**src/rtl/ddr_arb_pkg.sv**
```systemverilog
// ddr_arb_pkg: shared types and helpers for the ddr_ctrl app-port arbiter.
// Contents: id_width() for requester-ID width, direction and slot-state enums,
// and a packed request record sized for the default configuration.
package ddr_arb_pkg;

    function automatic int id_width(input int n);
        return (n > 1) ? $clog2(n) : 1;
    endfunction

    typedef enum logic {
        DIR_RD = 1'b0,
        DIR_WR = 1'b1
    } dir_e;

    typedef enum logic {
        SLOT_EMPTY   = 1'b0,
        SLOT_PENDING = 1'b1
    } slot_e;

    localparam int ARB_ADDR_W = 24;
    localparam int ARB_DATA_W = 32;
    localparam int ARB_DQM_W  = ARB_DATA_W / 8;

    typedef struct packed {
        logic                  we;
        logic [ARB_ADDR_W-1:0] addr;
        logic [ARB_DATA_W-1:0] wdata;
        logic [ARB_DQM_W-1:0]  dqm;
    } arb_req_t;

endpackage

```
**src/rtl/ddr_arb_tag_fifo.sv**
```systemverilog
// ddr_arb_tag_fifo: in-order FIFO of requester IDs for outstanding reads.
// Ports: ck/rstn clock and async active-low reset; push/push_id enqueue;
// pop dequeues head_id; full, empty and count report occupancy.
// Push when full and pop when empty are ignored.
module ddr_arb_tag_fifo #(
    parameter int DEPTH = 8,
    parameter int ID_W  = 2,
    parameter int CNT_W = $clog2(DEPTH) + 1
) (
    input  logic             ck,
    input  logic             rstn,
    input  logic             push,
    input  logic [ID_W-1:0]  push_id,
    input  logic             pop,
    output logic [ID_W-1:0]  head_id,
    output logic             full,
    output logic             empty,
    output logic [CNT_W-1:0] count
);
    localparam int PTR_W = $clog2(DEPTH);

    logic [ID_W-1:0]  mem [DEPTH];
    logic [PTR_W-1:0] wr_ptr, rd_ptr;
    logic             do_push, do_pop;

    assign full    = (count == CNT_W'(DEPTH));
    assign empty   = (count == '0);
    assign do_push = push && !full;
    assign do_pop  = pop && !empty;
    assign head_id = mem[rd_ptr];

    always_ff @(posedge ck) begin
        if (do_push) mem[wr_ptr] <= push_id;
    end

    always_ff @(posedge ck or negedge rstn) begin
        if (!rstn) begin
            wr_ptr <= '0;
            rd_ptr <= '0;
            count  <= '0;
        end else begin
            wr_ptr <= do_push ? wr_ptr + 1'b1 : wr_ptr;
            rd_ptr <= do_pop ? rd_ptr + 1'b1 : rd_ptr;
            count  <= count + CNT_W'(do_push) - CNT_W'(do_pop);
        end
    end

endmodule

```
**src/rtl/ddr_app_arbiter.sv**
```systemverilog
// ddr_app_arbiter: round-robin sharing of the single ddr_ctrl app port among
// NUM_REQ requesters, with in-order routing of read data back to its issuer.
// Ports: ck/rstn clock and async active-low reset; req_* per-requester request
// bus (packed, requester i at slice i*W +: W) with one-hot req_ready grant;
// rsp_valid/rsp_data one-hot registered read return; app_* registered request
// slot toward ddr_ctrl with app_rdy accept, app_rdata/app_rvalid read beats;
// err_orphan sticky flag for a read beat with nothing outstanding.
// Optional macro DDR_ARB_DIR_RUN_EN: prefer same-direction runs of up to
// RUN_MAX grants before switching direction, to cut bus turnarounds.
module ddr_app_arbiter
    import ddr_arb_pkg::*;
#(
    parameter int NUM_REQ    = 4,
    parameter int ADDR_W     = 24,
    parameter int DATA_W     = 32,
    parameter int DQM_W      = (DATA_W / 8 < 1) ? 1 : DATA_W / 8,
    parameter int MAX_RD_OUT = 8,
    parameter int RUN_MAX    = 4
) (
    input  logic                      ck,
    input  logic                      rstn,
    input  logic [NUM_REQ-1:0]        req_valid,
    output logic [NUM_REQ-1:0]        req_ready,
    input  logic [NUM_REQ-1:0]        req_we,
    input  logic [NUM_REQ*ADDR_W-1:0] req_addr,
    input  logic [NUM_REQ*DATA_W-1:0] req_wdata,
    input  logic [NUM_REQ*DQM_W-1:0]  req_dqm,
    output logic [NUM_REQ-1:0]        rsp_valid,
    output logic [DATA_W-1:0]         rsp_data,
    output logic                      app_req,
    output logic                      app_we,
    output logic [ADDR_W-1:0]         app_addr,
    output logic [DATA_W-1:0]         app_wdata,
    output logic [DQM_W-1:0]          app_dqm,
    input  logic                      app_rdy,
    input  logic [DATA_W-1:0]         app_rdata,
    input  logic                      app_rvalid,
    output logic                      err_orphan
);
    localparam int ID_W  = id_width(NUM_REQ);
    localparam int CNT_W = $clog2(MAX_RD_OUT) + 1;

    if (NUM_REQ < 2 || NUM_REQ > 8 || RUN_MAX < 1 || (MAX_RD_OUT & (MAX_RD_OUT - 1)) != 0) begin : g_bad_cfg
        $error("ddr_app_arbiter: unsupported parameter set");
    end

    slot_e              slot_q, slot_d;
    logic [ID_W-1:0]    rr_ptr, gnt_id, head_id;
    logic [NUM_REQ-1:0] elig, cand, rsp_next;
    logic [CNT_W-1:0]   rd_cnt;
    logic               slot_free, gnt_vld, fifo_full, fifo_empty, push, pop;

    assign app_req   = (slot_q == SLOT_PENDING);
    assign slot_free = !app_req || app_rdy;
    // Eligibility sees the read count before any same-cycle pop.
    assign elig      = req_valid & (req_we | {NUM_REQ{rd_cnt < CNT_W'(MAX_RD_OUT)}});
    assign push      = gnt_vld && !req_we[gnt_id] && !fifo_full;
    assign pop       = app_rvalid && !fifo_empty;

`ifdef DDR_ARB_DIR_RUN_EN
    localparam int RUN_W = $clog2(RUN_MAX + 1);

    dir_e               last_dir, gnt_dir;
    logic [RUN_W-1:0]   run_cnt;
    logic [NUM_REQ-1:0] same_dir, opp_dir;

    assign same_dir = elig & ((last_dir == DIR_WR) ? req_we : ~req_we);
    assign opp_dir  = elig & ~same_dir;
    assign gnt_dir  = req_we[gnt_id] ? DIR_WR : DIR_RD;

    // run_cnt==0 means no grant yet since reset, so no direction is preferred.
    always_comb begin
        cand = elig;
        if (run_cnt != '0)
            cand = (run_cnt < RUN_W'(RUN_MAX)) ? ((|same_dir) ? same_dir : elig)
                                               : ((|opp_dir) ? opp_dir : elig);
    end

    always_ff @(posedge ck or negedge rstn) begin
        if (!rstn) begin
            last_dir <= DIR_RD;
            run_cnt  <= '0;
        end else if (gnt_vld) begin
            last_dir <= gnt_dir;
            run_cnt  <= (run_cnt != '0 && gnt_dir == last_dir)
                        ? ((run_cnt < RUN_W'(RUN_MAX)) ? run_cnt + 1'b1 : run_cnt)
                        : RUN_W'(1);
        end
    end
`else
    assign cand = elig;
`endif

    // Scan from the lowest priority down so the first candidate at or after
    // rr_ptr is the last one written.
    always_comb begin
        gnt_vld   = 1'b0;
        gnt_id    = '0;
        req_ready = '0;
        for (int k = NUM_REQ - 1; k >= 0; k--) begin
            if (rstn && slot_free && cand[(int'(rr_ptr) + k) % NUM_REQ]) begin
                gnt_vld = 1'b1;
                gnt_id  = ID_W'((int'(rr_ptr) + k) % NUM_REQ);
            end
        end
        if (gnt_vld) req_ready[gnt_id] = 1'b1;
    end

    always_comb begin
        rsp_next = '0;
        if (pop) rsp_next[head_id] = 1'b1;
    end

    always_comb slot_d = gnt_vld ? SLOT_PENDING : (app_rdy ? SLOT_EMPTY : slot_q);

    always_ff @(posedge ck or negedge rstn) begin
        if (!rstn) begin
            slot_q     <= SLOT_EMPTY;
            app_we     <= 1'b0;
            app_addr   <= '0;
            app_wdata  <= '0;
            app_dqm    <= '0;
            rr_ptr     <= '0;
            rsp_valid  <= '0;
            rsp_data   <= '0;
            err_orphan <= 1'b0;
        end else begin
            slot_q <= slot_d;
            if (gnt_vld) begin
                app_we    <= req_we[gnt_id];
                app_addr  <= req_addr[int'(gnt_id) * ADDR_W +: ADDR_W];
                app_wdata <= req_wdata[int'(gnt_id) * DATA_W +: DATA_W];
                app_dqm   <= req_dqm[int'(gnt_id) * DQM_W +: DQM_W];
                rr_ptr    <= (gnt_id == ID_W'(NUM_REQ - 1)) ? '0 : gnt_id + 1'b1;
            end
            rsp_valid  <= rsp_next;
            rsp_data   <= app_rvalid ? app_rdata : rsp_data;
            err_orphan <= err_orphan || (app_rvalid && fifo_empty);
        end
    end

    ddr_arb_tag_fifo #(
        .DEPTH (MAX_RD_OUT),
        .ID_W  (ID_W),
        .CNT_W (CNT_W)
    ) u_tag_fifo (
        .ck      (ck),
        .rstn    (rstn),
        .push    (push),
        .push_id (gnt_id),
        .pop     (pop),
        .head_id (head_id),
        .full    (fifo_full),
        .empty   (fifo_empty),
        .count   (rd_cnt)
    );

endmodule

```
**config.mk**
```make
export PLATFORM = sky130hd
export DESIGN_NAME = ddr_app_arbiter
export DESIGN_NICKNAME = d
export VERILOG_FILES = /design/src/rtl/ddr_arb_pkg.sv /design/src/rtl/ddr_arb_tag_fifo.sv /design/src/rtl/ddr_app_arbiter.sv
export SDC_FILE = /design/constraint.sdc
export NUM_CORES = 1
export LEC_CHECK = 0
export CORE_ASPECT_RATIO = 1.5
export CORE_MARGIN = 10
export CORE_UTILIZATION = 30
export DETAILED_ROUTE_END_ITERATION = 10
export GPL_TIMING_DRIVEN = 0
export PLACE_DENSITY_LB_ADDON = 0.25
export SETUP_SLACK_MARGIN = 0.5
export SKIP_LAST_GASP = 1
export SLEW_MARGIN = 20
export SYNTH_ARGS = -nofsm -noshare
export SYNTH_HDL_FRONTEND = slang
export SYNTH_HIERARCHICAL = 1
export SYNTH_SLANG_ARGS = --single-unit
export TNS_END_PERCENT = 30
```
**constraint.sdc**
```tcl
create_clock -name ck -period 8 [get_ports ck]
set_input_delay 1.2 -clock ck [delete_from_list [all_inputs] [get_ports ck]]
set_output_delay 1.2 -clock ck [all_outputs]
set_load 0.02 [all_outputs]
```
Word level (Yosys, flattened, before mapping)

Memories as Yosys holds them, arrays and structs flattened.
Cells that the tools add are included.
Widths: inputs -> output; s select.

Bits in writable memories: 16
Word-level logic and storage cells: 97
Bits of input ports: 284
Register bits: 111
Output and inout bits: 103
Memories kept: 1

Bitwise logic cells: 5
Multiply operators: 1
Mux-type cells: 32
Add/subtract/negate cells: 8
Order comparisons: 9
Shift-type cells: 3
Equality and inequality tests: 2
Reduce and logical (&&, ||, !) cells: 24

Memories:

| memory         | depth | width | read ports | clocked after memory_dff | write ports | RTL line               | text |
|---|---|---|---|---|---|---|---|
| u_tag_fifo.mem | 8     | 2     | 1          | 0                        | 1           | ddr_arb_tag_fifo.sv:22 | `logic [ID_W-1:0] mem [DEPTH];` |

Operators with widths:

| kind                | count |
|---|---|
| $shiftx 128x8->32   | 1 |
| $shiftx 96x8->24    | 1 |
| $mux 1              | 18 |
| $shiftx 16x5->4     | 1 |
| $logic_and 1x1->1   | 13 |
| $lt 3x4->1 const B  | 3 |
| $bmux 1 s2          | 5 |
| $mux 2              | 5 |
| $lt 2x3->1 const B  | 3 |
| $mux 4              | 2 |
| $add 3x1->3 const B | 2 |
| $reduce_or 2->1     | 3 |
| $add 2x1->2 const B | 2 |
| $add 2x2->2 const B | 2 |
| $add 4x1->4         | 1 |
| $and 4x4->4         | 1 |
| $demux 1 s2         | 2 |
| $eq 4x4->1 const B  | 1 |
| $ge 2x1->1 const B  | 2 |
| $logic_not 1->1     | 4 |
| $logic_not 4->1     | 1 |
| $lt 4x4->1 const B  | 1 |
| $mul 2x2->4 const B | 1 |
| $or 4x4->4          | 1 |
| other kinds (5)     | 8 |

Depth between registers and ports, before layout

Gate-level depths: netlist of run 1.

Depth after elaboration: 19
Gate-level depth with buffers: 17
Gate-level depth less buffers: 15

By module

Netlist of run 1, hierarchy kept.

Modules (own cells, without submodules):

| module           | seq. area each (um^2) | times used | area each (um^2) | cells an instance |
|---|---|---|---|---|
| ddr_app_arbiter  | 2527.4                | 1          | 6038.3           | 549 |
| ddr_arb_tag_fifo | 730.7                 | 1          | 1211.2           | 80 |

Worst setup path after synthesis of run 1

OpenSTA, ideal clock, no wires.

Path kind: input to register
From: input req_we[2]
To: register u_tag_fifo.count[2]
Arrival time: 4.039 ns
Setup time: 0.123 ns
Path slack: 3.838 ns
Stages on the path: 17
Cell sequence: nand2b_1 -> a211oi_1 -> a221o_1 -> buf_2 -> and3_1 -> buf_6 -> inv_4 -> buf_2 -> o221a_2 -> nor3_1 -> nand2_2 -> ha_1 -> inv_1 -> ha_1 -> inv_1 -> fa_1 -> xnor2_1

Cells in the longest elaborated chain, start to end: 18
Elaborated cells between the ends (all ways): 33
Classes of those cells: add/sub: 2; mux: 21; bitwise: 2; reduce/logical: 8

Ends and longest elaborated chain:

| item                                       | RTL line               | text |
|---|---|---|
| from (decl)                                | ddr_app_arbiter.sv:24  | `input logic [NUM_REQ-1:0] req_we,` |
| $or 4x4->4 (*)                             | ddr_app_arbiter.sv:56  | `assign elig = req_valid & (req_we \| {NUM_REQ{rd_cnt < CNT_W'(MAX_RD_OUT)}});` |
| $and 4x4->4 (*)                            | ddr_app_arbiter.sv:56  |  |
| $bmux 1 s2                                 | ddr_app_arbiter.sv:101 | `if (rstn && slot_free && cand[(int'(rr_ptr) + k) % NUM_REQ]) begin` |
| $mux 1 (not written as such) (2 in series) | ddr_app_arbiter.sv:101 |  |
| $logic_and 1x1->1                          | ddr_app_arbiter.sv:101 |  |
| $mux 2 (3 in series)                       | ddr_app_arbiter.sv:101 |  |
| $mux 2 (*)                                 | ddr_app_arbiter.sv:101 |  |
| net gnt_id[0]                              | ddr_app_arbiter.sv:48  | `logic [ID_W-1:0] rr_ptr, gnt_id, head_id;` |
| $bmux 1 s2 (*)                             | ddr_app_arbiter.sv:57  | `assign push = gnt_vld && !req_we[gnt_id] && !fifo_full;` |
| $mux 1 (not written as such) (*)           | ddr_app_arbiter.sv:57  |  |
| $logic_not 1->1 (*)                        | ddr_app_arbiter.sv:57  |  |
| $logic_and 1x1->1 (*) (2 in series)        | ddr_app_arbiter.sv:57  |  |
| net push                                   | ddr_app_arbiter.sv:51  | `logic slot_free, gnt_vld, fifo_full, fifo_empty, push, pop;` |
| $logic_and 1x1->1 (*)                      | ddr_arb_tag_fifo.sv:28 | `assign do_push = push && !full;` |
| $add 4x1->4 (*)                            | ddr_arb_tag_fifo.sv:44 | `count <= count + CNT_W'(do_push) - CNT_W'(do_pop);` |
| $sub 4x1->4 (*)                            | ddr_arb_tag_fifo.sv:44 |  |
| to (signal assigned)                       | ddr_arb_tag_fifo.sv:44 |  |
| to (decl)                                  | ddr_arb_tag_fifo.sv:18 | `output logic [CNT_W-1:0] count` |

Mark *: on every way through the listed nets, which the timed path passes. The rest lies on a longest branch. The select of a mux whose other input is x is not followed.
A chain may end at the register's enable or synchronous reset.

Worst setup path in the final report of run 1

From: input req_we[0]
To: output req_ready[3]

Cells in the longest elaborated chain, start to end: 15
Elaborated cells between the ends (all ways): 31
Classes of those cells: order compare: 2; mux: 22; bitwise: 2; reduce/logical: 5

Ends and longest elaborated chain:

| item                                                                  | RTL line               | text |
|---|---|---|
| $or 4x4->4 (*)                                                        | ddr_app_arbiter.sv:56  |  |
| $and 4x4->4 (*)                                                       | ddr_app_arbiter.sv:56  |  |
| $bmux 1 s2                                                            | ddr_app_arbiter.sv:101 |  |
| $mux 1 (not written as such) (2 in series)                            | ddr_app_arbiter.sv:101 |  |
| $logic_and 1x1->1                                                     | ddr_app_arbiter.sv:101 |  |
| $mux 2 (3 in series)                                                  | ddr_app_arbiter.sv:101 |  |
| $mux 2 (*)                                                            | ddr_app_arbiter.sv:101 |  |
| net gnt_id[1]                                                         | ddr_app_arbiter.sv:48  |  |
| $lt 2x3->1 (not written as such) / $ge 2x1->1 (equally long branches) | ddr_app_arbiter.sv:106 | `if (gnt_vld) req_ready[gnt_id] = 1'b1;` |
| $logic_and 1x1->1 (not written as such)                               | ddr_app_arbiter.sv:106 |  |
| $mux 1 (not written as such)                                          | ddr_app_arbiter.sv:106 |  |
| $demux 1 s2 (*)                                                       | ddr_app_arbiter.sv:106 |  |
| $mux 4 (*)                                                            | ddr_app_arbiter.sv:106 |  |
| to (decl)                                                             | ddr_app_arbiter.sv:23  | `output logic [NUM_REQ-1:0] req_ready,` |

Marked as above.

==> flow_results.org, run 1 <==
** Run
- Max-cap violations in this run came to 0.

** Route
- Dividing the detail-routed via count by the number of cells gives 5.05.
- Final routed wire length divided by cell count :: 23.0 um
- For this run, design rule violations remaining after detail routing come to 0.
- Number of search-and-repair iterations in the first detailed-routing pass :: 5
- The count of nets left with antenna violations once routing finished came out at 0.
- Wires add up to 31.5 mm.
- Total number of vias :: 6914
- Initial DRC Count :: 239

** Critical path
- By instance count, the cell type seen most on the critical path is sky130_fd_sc_hd__clkdlybuf4s50_1.
- CP Data Arrival Time :: 4.54 ns
- For this run, the slowest stage of the critical path takes ~0.64 ns.
- STA classifies the critical path endpoint as an output pin.
- Ordered cell list for the critical path :: clkdlybuf4s50_1 -> or2b_1 -> nand4_1 -> a41o_1 -> nand3_1 -> nor2_1 -> clkbuf_2 -> ha_1 -> and2_1 -> clkdlybuf4s50_1
- The worst setup path is of the in -> out kind.
- Data required time at the worst endpoint :: 6.80 ns
- Along the worst path, the maximum fanout reaches 19.
- Cell type of the slowest stage on the worst timing path :: sky130_fd_sc_hd__nor2_1
- Nature of the critical path startpoint :: primary input
- Internal reg-to-reg setup slack :: approximately 3.8 ns

** Synthesis
- Count of different cell masters after synthesis :: 51
- Yosys printed 6 warnings.
- Post-synthesis sequential element count :: ~130
- Cell area after technology mapping :: 7250 um2
- Synthesis produced 629 cells.
- The share of the Yosys chip area taken by registers is 0.449.
- Total nets after synthesis :: 926
- Share of synthesized flip-flops with an asynchronous set or reset :: 0.874
- For this run, the leading register cell type out of synthesis is sky130_fd_sc_hd__dfrtp_1.
- The average instance in the mapped netlist occupies 11.5 um2.
- Number of flops mapped to enable cells by yosys :: 16

** Floorplan
- For this configuration, the core starts out at a cell density of 0.305.
- Die outline height :: 210 um
- Pin placement for this block handled 387 I/O pins.
- Core area :: 23700 um2
- Row generation in the floorplan step produced 69 rows.
- Width of the die :: 147 um
- Die footprint :: 30900 um2

** Clocking
- Buffers inserted during clock tree synthesis total 17.
- No sink is reached through more buffers than the 2 on the longest clock path.
- Num Clock Sinks :: 127
- CTS tree :: built
- Post-cts resize count :: 0
- The clock reaches the later pin of the worst-skew pair after 0.42 ns.
- Number of setup buffers added after CTS :: 0
- Clk root buf :: sky130_fd_sc_hd__clkbuf_16
- For this design, the CTS-stage hold fixing added 0 buffers.
- After clock tree synthesis, the clock-pin slew on the worst setup and hold paths is 0.06 ns.
- In this run the number of H-tree levels came out at 4.

** Layout
- Synthesis-to-layout area growth :: 67.4%
- At the end of the flow, the number of nets in the layout was 1331.
- Most frequent cells in the layout :: 384 x sky130_fd_sc_hd__clkdlybuf4s50_1, 111 x sky130_fd_sc_hd__dfrtp_1, 68 x sky130_fd_sc_hd__nor2_1
- The sequential cells in the finished layout cover a total of 3260 um2.
- Final core utilization :: 0.511
- Most common library cell in the layout ignoring fill and taps :: sky130_fd_sc_hd__clkdlybuf4s50_1
- Share of post-route cells with drive strength above 1 :: 0.125
- Filler cell count in the final layout :: about 2100
- Summing all multi-input logic gate instances after layout gives approximately 3600 um2.

** Status
- Result of the run :: finished, final reports clean

** Global route
- The first global-routing pass estimated 47.1 mm of wire.
- The number of global-route vias before repair is 7640.
- For this run, the total global-route usage over all layers was measured as 0.199.
- Global routing finished with a remaining overflow of 0.
- Number of antenna violations at the first check in global routing :: 5
- Pin count of the biggest net entering global routing :: 61

** Timing
- Unrepaired setup endpoints after global routing :: false
- The final number of max-transition violations was 0.
- Max Fclk :: approximately 170 MHz
- Setup total negative slack :: 0 ns
- Hold Vio Cnt, Final :: 0
- The clock arrives with 0.00801 ns of skew.
- Number of setup violations in the final report :: 0
- At the pin with the least slew margin, the transition time is 0.829 ns.
- Final hold slack :: 0.463 ns
- Final Cycle Share :: 0.717
- The worst pin sits at a relative slew slack of 0.445.
- The smallest clock period supported by the final layout is computed as 5.74 ns.

** Power
- IR analysis of the VDD net gives a maximum drop of 151 uV.
- In this run the static leakage power is 5.15 nW.
- Dividing total power by cell area gives a power density of 295 nW/um2.
- The design draws 3.58 mW.

** Placement
- Count of input and output buffers :: ~390
- The congestion estimate from routability-driven global placement came to between 0.8 and 0.9.
- Half-perimeter wire length of the detailed placement result :: 25.7 mm

** Worst hold path
- Worst hold-check path type :: reg -> reg
-- layer usage --
metal  wire, um  global-route usage  part of all wire  vias up
li1           -                   -                 -     3236
met1      11500               0.207              0.37     3302
met2      16000               0.350              0.51      337
met3       3330              0.0935              0.11       35
met4        628              0.0607             0.020        4
met5         21                   0           0.00067        -
-- through the flow --
step                cells  area [um2]  worst slack (ns)
CTS                  1366       12100              1.84
floorplan             629        7250              3.84
global route         1367       12100              2.10
finish               1369       12100              2.26
detailed placement   1334       11500              1.85
global placement     1333       11500             -2.46
-- final timing paths --
path / to / start / cells past startpoint
setup / recovery: req_ready[3] / req_we[0] / 10
hold / removal: err_orphan / err_orphan / 1
setup reg to reg: u_tag_fifo/count[2] / u_tag_fifo/count[3] / 15
hold reg to reg: err_orphan / err_orphan / 1
max in group asynchronous: app_wdata[28] / rstn / 2
min in group asynchronous: rsp_data[9] / rstn / 1
-- where the power goes --
| group | internal [mW] | switching (mW) | total, mW |
|---|---|---|---|
| Combinational | 0.825 | 0.929 | 1.75 |
| Sequential | 0.884 | 0.142 | 1.03 |
| Clock | 0.491 | 0.308 | 0.799 |
| Total | 2.20 | 1.38 | 3.58 |
-- worst max-delay path: cells and delay by family --
family                   cells  cell delay [ns]
buffers and inverters        3             1.65
AND/OR/NAND/NOR              5             1.23
adder cells (fa/ha/maj)      1             0.22
AO/OA/AOI/OAI                1             0.21
-- cells by family after synthesis --
logic type,share of synthesized area
compound gates,0.188
flops,0.449
fa+ha+maj,0.0235
xor+xnor,0.00725
mux,0.155
simple gates,0.121
buf+inv,0.0557
-- state kept, by name (all words and copies together) (netlist names) --
name and flops:
app_addr 24, app_dqm 4, app_req 1, app_wdata 32
app_we 1, err_orphan 1, rr_ptr 2, rsp_data 32
rsp_valid 4, u_tag_fifo/count 4, u_tag_fifo/mem 16, u_tag_fifo/rd_ptr 3
u_tag_fifo/wr_ptr 3
-- synth_stat cells, types with 5 or more instances --
cell type / n / area share
sky130_fd_sc_hd__nor3_1: 5 / 0.0035
sky130_fd_sc_hd__inv_1: 13 / 0.0067
sky130_fd_sc_hd__mux2i_1: 60 / 0.083
sky130_fd_sc_hd__nand2_1: 9 / 0.0047
sky130_fd_sc_hd__and2_1: 5 / 0.0043
sky130_fd_sc_hd__dfrtp_1: 111 / 0.38
sky130_fd_sc_hd__a211oi_2: 21 / 0.036
sky130_fd_sc_hd__a221oi_1: 40 / 0.048
sky130_fd_sc_hd__ha_1: 12 / 0.021
sky130_fd_sc_hd__a211oi_1: 41 / 0.042
sky130_fd_sc_hd__mux2_2: 37 / 0.057
sky130_fd_sc_hd__and3_1: 63 / 0.054
sky130_fd_sc_hd__buf_12: 5 / 0.014
sky130_fd_sc_hd__nand2b_1: 6 / 0.0052
sky130_fd_sc_hd__edfxtp_1: 16 / 0.066
sky130_fd_sc_hd__nor2_1: 68 / 0.035
sky130_fd_sc_hd__a221oi_2: 20 / 0.041
sky130_fd_sc_hd__clkbuf_1: 40 / 0.021
-- area by class of cell --
type / count / area share
clock buffers: 19 / 0.0357
clock inverters: 13 / 0.0135
plain buffers: 58 / 0.0289
diodes: 3 / 0.000619
multi-input cells: 430 / 0.296
repair buffers: 386 / 0.320
well taps: 319 / 0.0329
inverters: 14 / 0.00454
flip-flops and latches: 127 / 0.268
(Power assumes the default switching activity.)
==> run 2, diff against run 1 <==
clock period = 5.6 ns   (was 8 ns; I/O delays follow)
==> flow_results.org, run 2 (same netlist as run 1, synthesis figures left out) <==
** Status
- Result of the run :: finished, final reports clean

** Timing
- Setup repair after global routing left no endpoint under its margin.
- Setup violations remaining at the end of the flow were counted as 0.
- The number of hold violations in the final report was 0.
- Setup total negative slack :: 0 ns
- Actual transition at the worst max-transition pin :: a little under 0.8 ns
- Headroom to the max-slew limit :: 0.483
- Fin Clk Skew :: between 0.007 and 0.008 ns
- Max Fclk :: 208 MHz
- The final number of max-transition violations is 0.
- In the finished design, the share of the clock period the worst path needs comes to 0.859.
- The smallest clock period supported by the final layout is computed as 4.81 ns.

** Global route
- The total overflow left after global routing is 0.
- The first global-routing pass estimated 47.1 mm of wire.
- Pin count of the biggest net entering global routing :: 61
- The number of global-route vias before repair came to 7640.
- For this run, the total global-route usage over all layers was measured as 0.199.
- Number of antenna violations at the first check in global routing :: 5

** Clocking
- Num Clock Sinks :: 127
- In this run the post-CTS setup repair buffer count came out at 0.
- TritonCTS built the clock tree.
- Clock latency on the worst-skew pair, taken at its later pin, is 0.42 ns.
- H-tree depth :: 4
- For this design, the CTS-stage hold fixing added 0 buffers.
- The number of clock buffers added by TritonCTS is 17.
- Clock transition time at the flip-flop clock pins of the worst setup and hold paths :: 0.06 ns
- Max Root-Sink Buffers :: 2
- The root buffer cell chosen for the clock tree is sky130_fd_sc_hd__clkbuf_16.

** Critical path
- Data required time at the worst endpoint :: 4.76 ns
- STA classifies the critical path startpoint as a primary input.
- Critical Path Sink Type :: output pin
- The number of cells on the worst reg-to-reg path is 16.
- Of all nets on the critical path, the largest fanout is 13.
- Worst Setup Path Type :: in -> out
- CP Data Arrival Time :: 3.97 ns

** Worst hold path
- Worst hold-check path type :: in -> async

** Layout
- Compared with the post-synthesis result, the final layout area differs by 67.4%.
- Net count reported at finish :: 1331
- Largest registers in the final layout :: app_wdata x32, rsp_data x32, app_addr x24
- Of the cells placed in the final design, the portion with a size suffix greater than 1 is 0.126.
- Most common library cell in the layout ignoring fill and taps :: sky130_fd_sc_hd__clkdlybuf4s50_1
- The top cell types in the final layout, fill and taps aside, are 384 x sky130_fd_sc_hd__clkdlybuf4s50_1, 111 x sky130_fd_sc_hd__dfrtp_1, 67 x sky130_fd_sc_hd__nor2_1.

** Floorplan
- Pin placement for this block handled 387 I/O pins.
- The region available for standard cell placement spans 23700 um2.
- For this configuration, the core starts out at a cell density of 0.305.
- The die covers 30900 um2.
- The initialized floorplan defines just under 70 standard-cell rows.
- Die outline height :: about 210 um
- The floorplan step set the die width to 147 um.

** Power
- Total power :: between 5 and 6 mW
- The worst-case IR drop observed on VDD is 216 uV.
- Leakage Power :: a little over 5 nW
- Power density cells :: 421 nW/um2

** Route
- Initial DRC Count :: 241
- The routed design uses approximately 16 mm of met2 wire.
- Met3 WL :: approximately 3.3 mm
- Met1 Routed Length :: 11.5 mm
- Number of search-and-repair iterations in the first detailed-routing pass :: 5
- Summing over every cut layer, the via total after detailed routing is 6916.
- Detailed-route wire length :: between 30 and 40 mm
- Residual DRC count :: 0
- Dividing the detail-routed via count by the number of cells gives between 5 and 6.
- Dividing the detail-routed wire length by the instance count gives 23.0 um.
- The detail route stage leaves a number of antenna-violating nets equal to 0.
- Top Layer Used :: met5

** Placement
- Half-perimeter wire length of the detailed placement result :: 25.7 mm
- Count of input and output buffers :: 385
- Gpl congestion :: roughly 0.82

** Run
- # Max-Cap Violations :: 0
==> run 2: cell types whose count changed in the layout (fill, tap and decap cells not counted) <==
cell / change
sky130_fd_sc_hd__nor2_2: +1
sky130_fd_sc_hd__nor2_1: -1
==> run 2: report_power, final <==
group	switching, mW	leakage, nW	internal [mW]
clock network	0.439	0.278	0.701
registers	0.202	1.42	1.26
logic	1.33	3.46	1.18
total	1.97	5.15	3.14
==> run 2: stage by stage <==
stage | cell area, um2 | hold slack, ns | cells | utilization | worst slack [ns]
floorplan | 7250 | 0.484 | 629 | - | 1.80
global placement | 11500 | 0.439 | 1333 | 0.484 | -4.14
detailed placement | 11500 | 0.452 | 1334 | 0.486 | 0.165
CTS | 12100 | 0.397 | 1366 | 0.511 | 0.521
global route | 12100 | 0.396 | 1367 | 0.511 | 0.617
finish | 12100 | 0.374 | 1369 | 0.511 | 0.788
==> run 2: path summary, 6_finish.rpt <==
check / slack, ns / end / startpoint
max: 0.79 / req_ready[0] / req_we[2]
min: 0.37 / rsp_data[9] / rstn
max reg2reg: 1.56 / u_tag_fifo/count[2] / u_tag_fifo/count[3]
min reg2reg: 0.46 / err_orphan / err_orphan
max in group asynchronous: 4.50 / app_wdata[28] / rstn
min in group ck: 0.46 / err_orphan / err_orphan
==> run 2: critical path, stage by stage <==
cell and delay [ns]:
sky130_fd_sc_hd__clkdlybuf4s50_1 0.50, sky130_fd_sc_hd__nand2b_1 0.19, sky130_fd_sc_hd__nand2_1 0.11, sky130_fd_sc_hd__a2111o_1 0.59, sky130_fd_sc_hd__and3_1 0.26, sky130_fd_sc_hd__buf_6 0.15, sky130_fd_sc_hd__inv_4 0.09, sky130_fd_sc_hd__buf_12 0.16
sky130_fd_sc_hd__buf_12 0.17, sky130_fd_sc_hd__ha_1 0.14, sky130_fd_sc_hd__and2_1 0.11, sky130_fd_sc_hd__clkdlybuf4s50_1 0.63
==> run 2: layer usage <==
metal / global-route usage / up-vias
met3: 0.0935 / 35
met4: 0.0607 / 4
met1: 0.207 / 3305
met5: 0 / -
met2: 0.350 / 337
li1: - / 3235
==> run 2: what timing repair did <==
action | 4_1_cts | 5_1_grt
hold endpoints to repair | 0 | 0
setup endpoints to repair | 2 | 2
gates resized for setup | 1 | 1
==> run 2: layout make-up <==
| type | count | area, um2 |
|---|---|---|
| fillers | 2140 | 11600 |
| repair buffers | 386 | 3880 |
| multi-input cells | 430 | 3590 |
| flip-flops and latches | 127 | 3260 |
| clock buffers | 19 | 433 |
| well taps | 319 | 399 |
| plain buffers | 58 | 350 |
| clock inverters | 13 | 164 |
| inverters | 14 | 55.1 |
| diodes | 3 | 7.51 |
==> run 3, diff against run 2 <==
SLEW_MARGIN = 0   (was 20)
==> results of run 3 <==
The final DEF is identical to that of run 2; final timing and power are the same.
